$ cat config.mk
export PLATFORM = sky130hd
export DESIGN_NAME = pipe_flush_ctrl
export DESIGN_NICKNAME = d
export VERILOG_FILES = /design/src/rtl/pipe_flush_ctrl.sv
export SDC_FILE = /design/constraint.sdc
export NUM_CORES = 1
export LEC_CHECK = 0
export CORE_ASPECT_RATIO = 1.1
export CORE_MARGIN = 3
export CORE_UTILIZATION = 45
export CTS_BUF_LIST = sky130_fd_sc_hd__clkbuf_8 sky130_fd_sc_hd__clkbuf_16
export DETAILED_ROUTE_END_ITERATION = 12
export PLACE_DENSITY = 0.89
export SYNTH_ARGS = -nofsm -noshare
export SYNTH_HDL_FRONTEND = slang
export SYNTH_SLANG_ARGS = --single-unit
$ cat constraint.sdc
create_clock -name clk -period 4.9 [get_ports clk]
set_input_delay 0.735 -clock clk [delete_from_list [all_inputs] [get_ports clk]]
set_output_delay 0.735 -clock clk [all_outputs]
set_load 0.01 [all_outputs]
$ cat src/rtl/pipe_flush_ctrl.sv
// -----------------------------------------------------------------------------
// pipe_flush_ctrl
//
// Fetch-PC generator and per-stage squash controller for a 4-stage front end
// (F, D, E, M). Every cycle it picks the next fetch address from the branch
// predictor's select and the candidate targets. It keeps one squash flag per
// stage. These flags turn wrong-path or stalled slots into bubbles. It also
// counts mispredictions and latches any illegal select code.
//
// Ports
//   clk            in   1   single clock, all state updates on the rising edge
//   rst            in   1   synchronous active-high reset
//   pcmux_sel      in   3   next-PC select:
//                           0 = PC+4, 1 = F-predicted target, 3 = JAL target,
//                           4 = JALR target, 5 = resolved branch target,
//                           2/6/7 = illegal (treated as PC+4)
//   predict_fail   in   1   branch in E mispredicted. It forces select 5.
//   stall          in   1   load-use hazard. It holds F and D.
//   pred_target    in  32   predicted target (select 1)
//   jal_target     in  32   JAL target (select 3)
//   jalr_target    in  32   JALR target (select 4)
//   br_target      in  32   resolved branch target (select 5)
//   pcF            out 32   registered fetch PC
//   killF..killM   out  1   registered squash flags (1 = bubble in that stage)
//   redirect       out  1   one-cycle strobe: pcF was loaded non-sequentially
//   mispredict_cnt out 16   saturating count of predict_fail events
//   illegal_sel    out  1   sticky flag for an illegal select code
// -----------------------------------------------------------------------------
module pipe_flush_ctrl #(
  parameter logic [31:0] RESET_PC = 32'h0000_0000
) (
  input  logic        clk,
  input  logic        rst,
  input  logic [2:0]  pcmux_sel,
  input  logic        predict_fail,
  input  logic        stall,
  input  logic [31:0] pred_target,
  input  logic [31:0] jal_target,
  input  logic [31:0] jalr_target,
  input  logic [31:0] br_target,
  output logic [31:0] pcF,
  output logic        killF,
  output logic        killD,
  output logic        killE,
  output logic        killM,
  output logic        redirect,
  output logic [15:0] mispredict_cnt,
  output logic        illegal_sel
);

  localparam logic [2:0] SEL_SEQ  = 3'd0;
  localparam logic [2:0] SEL_PRED = 3'd1;
  localparam logic [2:0] SEL_JAL  = 3'd3;
  localparam logic [2:0] SEL_JALR = 3'd4;
  localparam logic [2:0] SEL_BR   = 3'd5;

  // Saturating increment. The counter sticks at all-ones and never wraps.
  function automatic logic [15:0] sat_inc16(input logic [15:0] val);
    sat_inc16 = (val == 16'hFFFF) ? val : val + 16'd1;
  endfunction

  // Next-PC mux. Select codes not listed fall back to the sequential PC.
  function automatic logic [31:0] pick_pc(
    input logic [2:0]  sel,
    input logic [31:0] pc_seq,
    input logic [31:0] t_pred,
    input logic [31:0] t_jal,
    input logic [31:0] t_jalr,
    input logic [31:0] t_br
  );
    case (sel)
      SEL_PRED: pick_pc = t_pred;
      SEL_JAL:  pick_pc = t_jal;
      SEL_JALR: pick_pc = t_jalr;
      SEL_BR:   pick_pc = t_br;
      default:  pick_pc = pc_seq;
    endcase
  endfunction

  logic [2:0]  eff_sel;
  logic        sel_illegal;
  logic        force_redirect;
  logic        advance;
  logic        nonseq;
  logic [31:0] pc_next;

  // ---- next-state decode (combinational) ----
  always_comb begin
    // A misprediction always wins. The select is steered to the resolved
    // branch target, whatever the predictor presented.
    eff_sel = predict_fail ? SEL_BR : pcmux_sel;

    // The illegal flag also catches a predict_fail that arrives with a select
    // other than 5. That combination means the predictor and E disagree.
    sel_illegal = (pcmux_sel == 3'd2) || (pcmux_sel == 3'd6) ||
                  (pcmux_sel == 3'd7) ||
                  (predict_fail && (pcmux_sel != SEL_BR));

    // JALR and branch resolution come from later stages. They must land even
    // under a load-use stall, because the stalled instructions are wrong-path.
    force_redirect = (eff_sel == SEL_JALR) || (eff_sel == SEL_BR);
    advance        = !stall || force_redirect;

    nonseq = (eff_sel == SEL_PRED) || (eff_sel == SEL_JAL) ||
             (eff_sel == SEL_JALR) || (eff_sel == SEL_BR);

    pc_next = pick_pc(eff_sel, pcF + 32'd4, pred_target, jal_target,
                      jalr_target, br_target);
  end

  // ---- fetch / squash registers ----
  always_ff @(posedge clk) begin
    if (rst) begin
      pcF            <= RESET_PC;
      killF          <= 1'b1;
      killD          <= 1'b1;
      killE          <= 1'b1;
      killM          <= 1'b1;
      redirect       <= 1'b0;
      mispredict_cnt <= 16'd0;
      illegal_sel    <= 1'b0;
    end else begin
      if (advance) begin
        pcF   <= pc_next;
        killF <= 1'b0;
        // JALR resolves in D, so the instruction fetched behind it is
        // wrong-path. A mispredict resolves in E, so it also squashes the
        // instruction that was in D. Select 1 and select 3 resolve in F and
        // need no squash.
        killD <= killF | (eff_sel == SEL_JALR) | predict_fail;
        killE <= killD | predict_fail;
        killM <= killE;
      end else begin
        // Load-use stall: F and D hold their instructions and a bubble is
        // injected into E.
        killF <= killF;
        killD <= killD;
        killE <= 1'b1;
        killM <= killE;
      end

      redirect <= advance && nonseq;

      if (predict_fail) begin
        mispredict_cnt <= sat_inc16(mispredict_cnt);
      end

      if (sel_illegal) begin
        illegal_sel <= 1'b1;
      end
    end
  end

endmodule
# Word-level counts from Yosys, hierarchy flattened
# Cells that the tools add are included.
[word_totals]
register_bits = 54
inputBits = 135
output_inout_bits = 54
wordCells = 39
[classes]
addsub = 2
n_eq_ne = 9
mux = 2
bitwise = 5
n_reduce_logical = 13
[op_table]
columns = ["operator", "n"]
rows = [
  ["32-bit one-hot mux with 4 select lines", 1],
  ["32-bit by 3-bit adder with 32-bit output, second input constant", 1],
  ["16-bit by 1-bit adder with 16-bit output, second input constant", 1],
  ["16-bit equality test, second input constant", 1],
  ["3-bit equality test, second input constant", 4],
  ["1-bit logical OR", 8],
  ["3-bit by 2-bit equality test with 1-bit output, second input constant", 2],
  ["3-bit by 1-bit equality test with 1-bit output, second input constant", 1],
  ["3-bit 2-to-1 mux", 1],
  ["3-bit inequality test, second input constant", 1],
  ["1-bit bitwise OR", 3],
  ["1-bit logical AND", 2],
  ["1-bit inverter", 2],
  ["2-bit AND reduction", 1],
  ["2-bit OR reduction", 1],
  ["1-bit zero test", 1],
]

# Longest topological paths before layout
[logic_depth]
depth_word = 6
mapped_depth = 8
mapped_depth_nobuf = 6

# Least setup slack after synthesis
# OpenSTA, ideal clock, no wires.
[synth_path]
kind = "in2reg"
startpoint = "input stall"
endpoint = "register pcF[5]"
setup_time_ps = 116
arrival_ps = 2038
required_ps = 4784
setup_slack_ps = 2746
cell_stages = 7
path_buffers = 3
path_cell_list = "clkbuf_1 -> nand2b_1 -> nor2_1 -> buf_2 -> buf_2 -> nor2_1 -> a31o_2"
[synth_via]
elab_chain_cells = 2
[synth_lines]
columns = ["element", "line", "text"]
rows = [
  ["from (decl)", "36", "input logic stall,"],
  ["1-bit zero test", "102", "advance = !stall || force_redirect;"],
  ["1-bit logical OR", "102", ""],
  ["to (signal assigned)", "124", "pcF <= pc_next;"],
  ["to (decl)", "41", "output logic [31:0] pcF,"],
]
# Every way passes these cells.
# A chain may end at the register's enable or synchronous reset.

# Worst setup path after layout
[layout_path]
startpoint = "input pcmux_sel[0]"
endpoint = "register pcF[18]"
[layout_via]
elab_chain_cells = 4
elab_cells_between_ends = 8
cone_classes = "eq/ne (4); mux (2); reduce/logical (2)"
[layout_lines]
columns = ["element", "line", "text"]
rows = [
  ["from (decl)", "34", "input logic [2:0] pcmux_sel,"],
  ["3-bit 2-to-1 mux *", "91", "eff_sel = predict_fail ? SEL_BR : pcmux_sel;"],
  ["branches (longest 3 deep; another with 32-bit one-hot mux with 4 select lines)", "n/a", ""],
]
# Every way passes the cells marked *.

==> impl_metrics.toml <==
[cts]
cts_tree = "yes"
htreeDepth = 2
clk_pin_slew_ps = 110
cts_root_buffer = "clkbuf_8"
post_cts_buffers = 0
cts_buffer_depth = 2
cts_hold_buf = 0
clk_latency_ps = 320
cts.sinks = 54
ctsResizeCount = 0
numCtsBuffers = 5

[sta]
max_freq_ghz = 0.296
rsz0062_at_grt = "false"
period_needed_ps = 3380
drv_slew = 0
setup_tns_ps = 0
fin_worst_skew_ps = 11.4
slew_headroom = 0.284
setup_viol = 0
worstMarginPinSlew_ps = 1070
period_share = 0.690
finalHoldViolCount = 0

[grt]
grt_max_degree = 55
grt_usage = 0.317
grt-busiest-layer = "met2"
use_met3 = 0.0576
grt_pass1_vias = 4897
overflow = 0
antenna_found_initial = 0
grt_pass1_wl_microns = 25300
gr-usage-met1 = 0.418
use_met2 = 0.511

[power_and_ir_drop]
powerDensity_nw_per_um2 = 203
max-vdd-ir-drop_uv = 170
leakage_nw = 2.13

[yosys]
synth_common_cells = "54 x dfxtp_1, 49 x nor2_1, 37 x o21ai_0, 33 x nand2_1, 32 x a21oi_1"
synth-seq-area-share = 0.269
synth-seq-cells = 54
synth_fp_nets = 661
synth_warnings = 0
synth_cell_types = 71
synthDominantCellAreaShare = 0.269
ys_async_sr_fraction = 0
synth.most_common_cell = "dfxtp_1"
avgSynthCellArea_sq_um = 7.67
synth_edf_count = 0
syn_inst = 524
ys_top_cells_by_area = "dfxtp_1 27%, a221oi_1 5.2%, o21ai_0 4.6%, nor2_1 4.6%, a21oi_1 4.0%"
synth-main-ff-cell = "dfxtp_1"
synth_area_sq_um = 4020
synth_area_leader_cell = "dfxtp_1"

[flow_run]
drv_cap = 0

[cells_and_area]
n_fill_cell = 714
multiInputGateArea_sq_um = 2650
final_cell_area_sq_um = 6020
final-seq-area_sq_um = 1080
fin_nets = 822
drive_above_1_share = 0.0671
area_growth_pct = 49.8
antenna_cells = 0

[critical_path]
start_kind = "input pin"
cp_data_arrival_time_ps = 3530
cp.required_ps = 5050
crit_path_start = "pcmux_sel[0]"
cp-end-kind = "flop"
r2r-start = "pcF[8]$_SDFFE_PP0P_"
slowest_stage = "nor3_2"
critPathMaxFanout = 16
slowest_delay_ps = 830
crit_type = "in -> reg"
crit_chain = "clkdlybuf4s50_1 > buf_4 > nor2b_1 > nor3_2 > nand2_1 > nor3_1 > a2111oi_0"
regToRegSetupSlack_ps = 2420

[drt]
vias = 5186
ant_nets = 0
via_per_inst = 6.51
drt-total-wl_microns = 16100
route.detailed.drc = 0
drt_iter0_drc = 518
firstDrtPassIters = 6
wl_per_cell_microns = 20.3

[floorplanning]
core_sq_um = 8540
ios = 189
die_h_microns = 105
start_util = 0.471
dieArea_sq_um = 10100
fp.dieW_microns = 96.1
rows = 35

[min_path]
min-delay-start = "killE$_SDFF_PP1_"
hold_path_class = "reg -> reg"

[placement]
post-dp-hpwl_microns = 12500
placedInstanceArea_sq_um = 5910
port_buffers = 188
place_congestion = 0.926

[status]
run_status = "complete, no violations"
## registers in the layout, indices dropped and copies added (netlist names)
register,cells
pcF,32
mispredict_cnt,16
illegal_sel,1
killD,1
killE,1
killF,1
killM,1
redirect,1
## cells by family (layout without fill, tap and decap cells)
logic type               count (synthesis)  count (layout)  share of synthesized area
flip-flops                              54              54                      0.269
AND/OR/NAND/NOR                        180             180                      0.244
adder cells (fa/ha/maj)                  2               2                    0.00623
AO/OA/AOI/OAI                          195             195                      0.347
multiplexers                            15              15                     0.0374
buffers and inverters                   67             229                     0.0725
XOR/XNOR                                11              11                     0.0240
## placed cells by master (no fill, tap or decap), types with 5 or more instances in the layout
cell type        instances
a22o_1                  11
clkdlybuf4s50_1        187
inv_1                   24
clkbuf_8                 5
nor2_1                  49
nand3_1                 15
a311oi_1                 5
nand4_1                  9
nor4_1                   9
nor4_2                   5
nand2_1                 33
dfxtp_1                 54
o22ai_1                 10
xnor2_1                  7
a221oi_1                24
nand2b_1                 5
a221o_1                  7
mux2i_1                 15
a31oi_1                  6
o21ai_1                  5
a211oi_1                10
a21oi_1                 32
nor3_1                  16
a22oi_1                  6
buf_4                   10
and3_1                   9
o21ai_0                 37
## final cells by class
type | count | area share
clock inverters | 3 | 0.00686
multi-input cells | 403 | 0.440
clock buffers | 5 | 0.0114
flip-flops and latches | 54 | 0.180
well taps | 111 | 0.0231
inverters | 23 | 0.0143
repair buffers | 198 | 0.324
## critical path, delay by kind of cell
family | cells | cell delay (ps)
AO/OA/AOI/OAI | 1 | 140
buffers and inverters | 2 | 980
AND/OR/NAND/NOR | 4 | 1660
## layer usage
layer  part of all wire  vias up
li1                   -     2337
met1               0.38     2447
met2               0.49      344
met3              0.097       58
met4              0.037        0
met5                  0        -
## power by group
group	internal (W)	switching, W
combinational	0.000222	0.000170
clock	0.000151	0.000165
sequential	0.000468	0.0000444
## path summary, 6_finish.rpt
kind         cells after the start              endpoint
min                              1      killM$_SDFF_PP1_
max                              7  pcF[18]$_SDFFE_PP0P_
min reg2reg                      1      killM$_SDFF_PP1_
max reg2reg                      5  pcF[29]$_SDFFE_PP0P_
## per-stage QoR
step | hold slack [ps] | cells | setup WS [ps] | utilization | total power [W]
after floorplan | 489 | 524 | 2750 | - | 0.000684
after global placement | 430 | 789 | 1390 | 0.692 | 0.000897
after detailed placement | 444 | 789 | 1280 | 0.692 | 0.000906
after CTS | 486 | 797 | 1620 | 0.705 | 0.00121
after global routing | 512 | 797 | 1300 | 0.705 | 0.00127
final | 480 | 797 | 1520 | 0.705 | 0.00122
(Power assumes the default switching activity.)
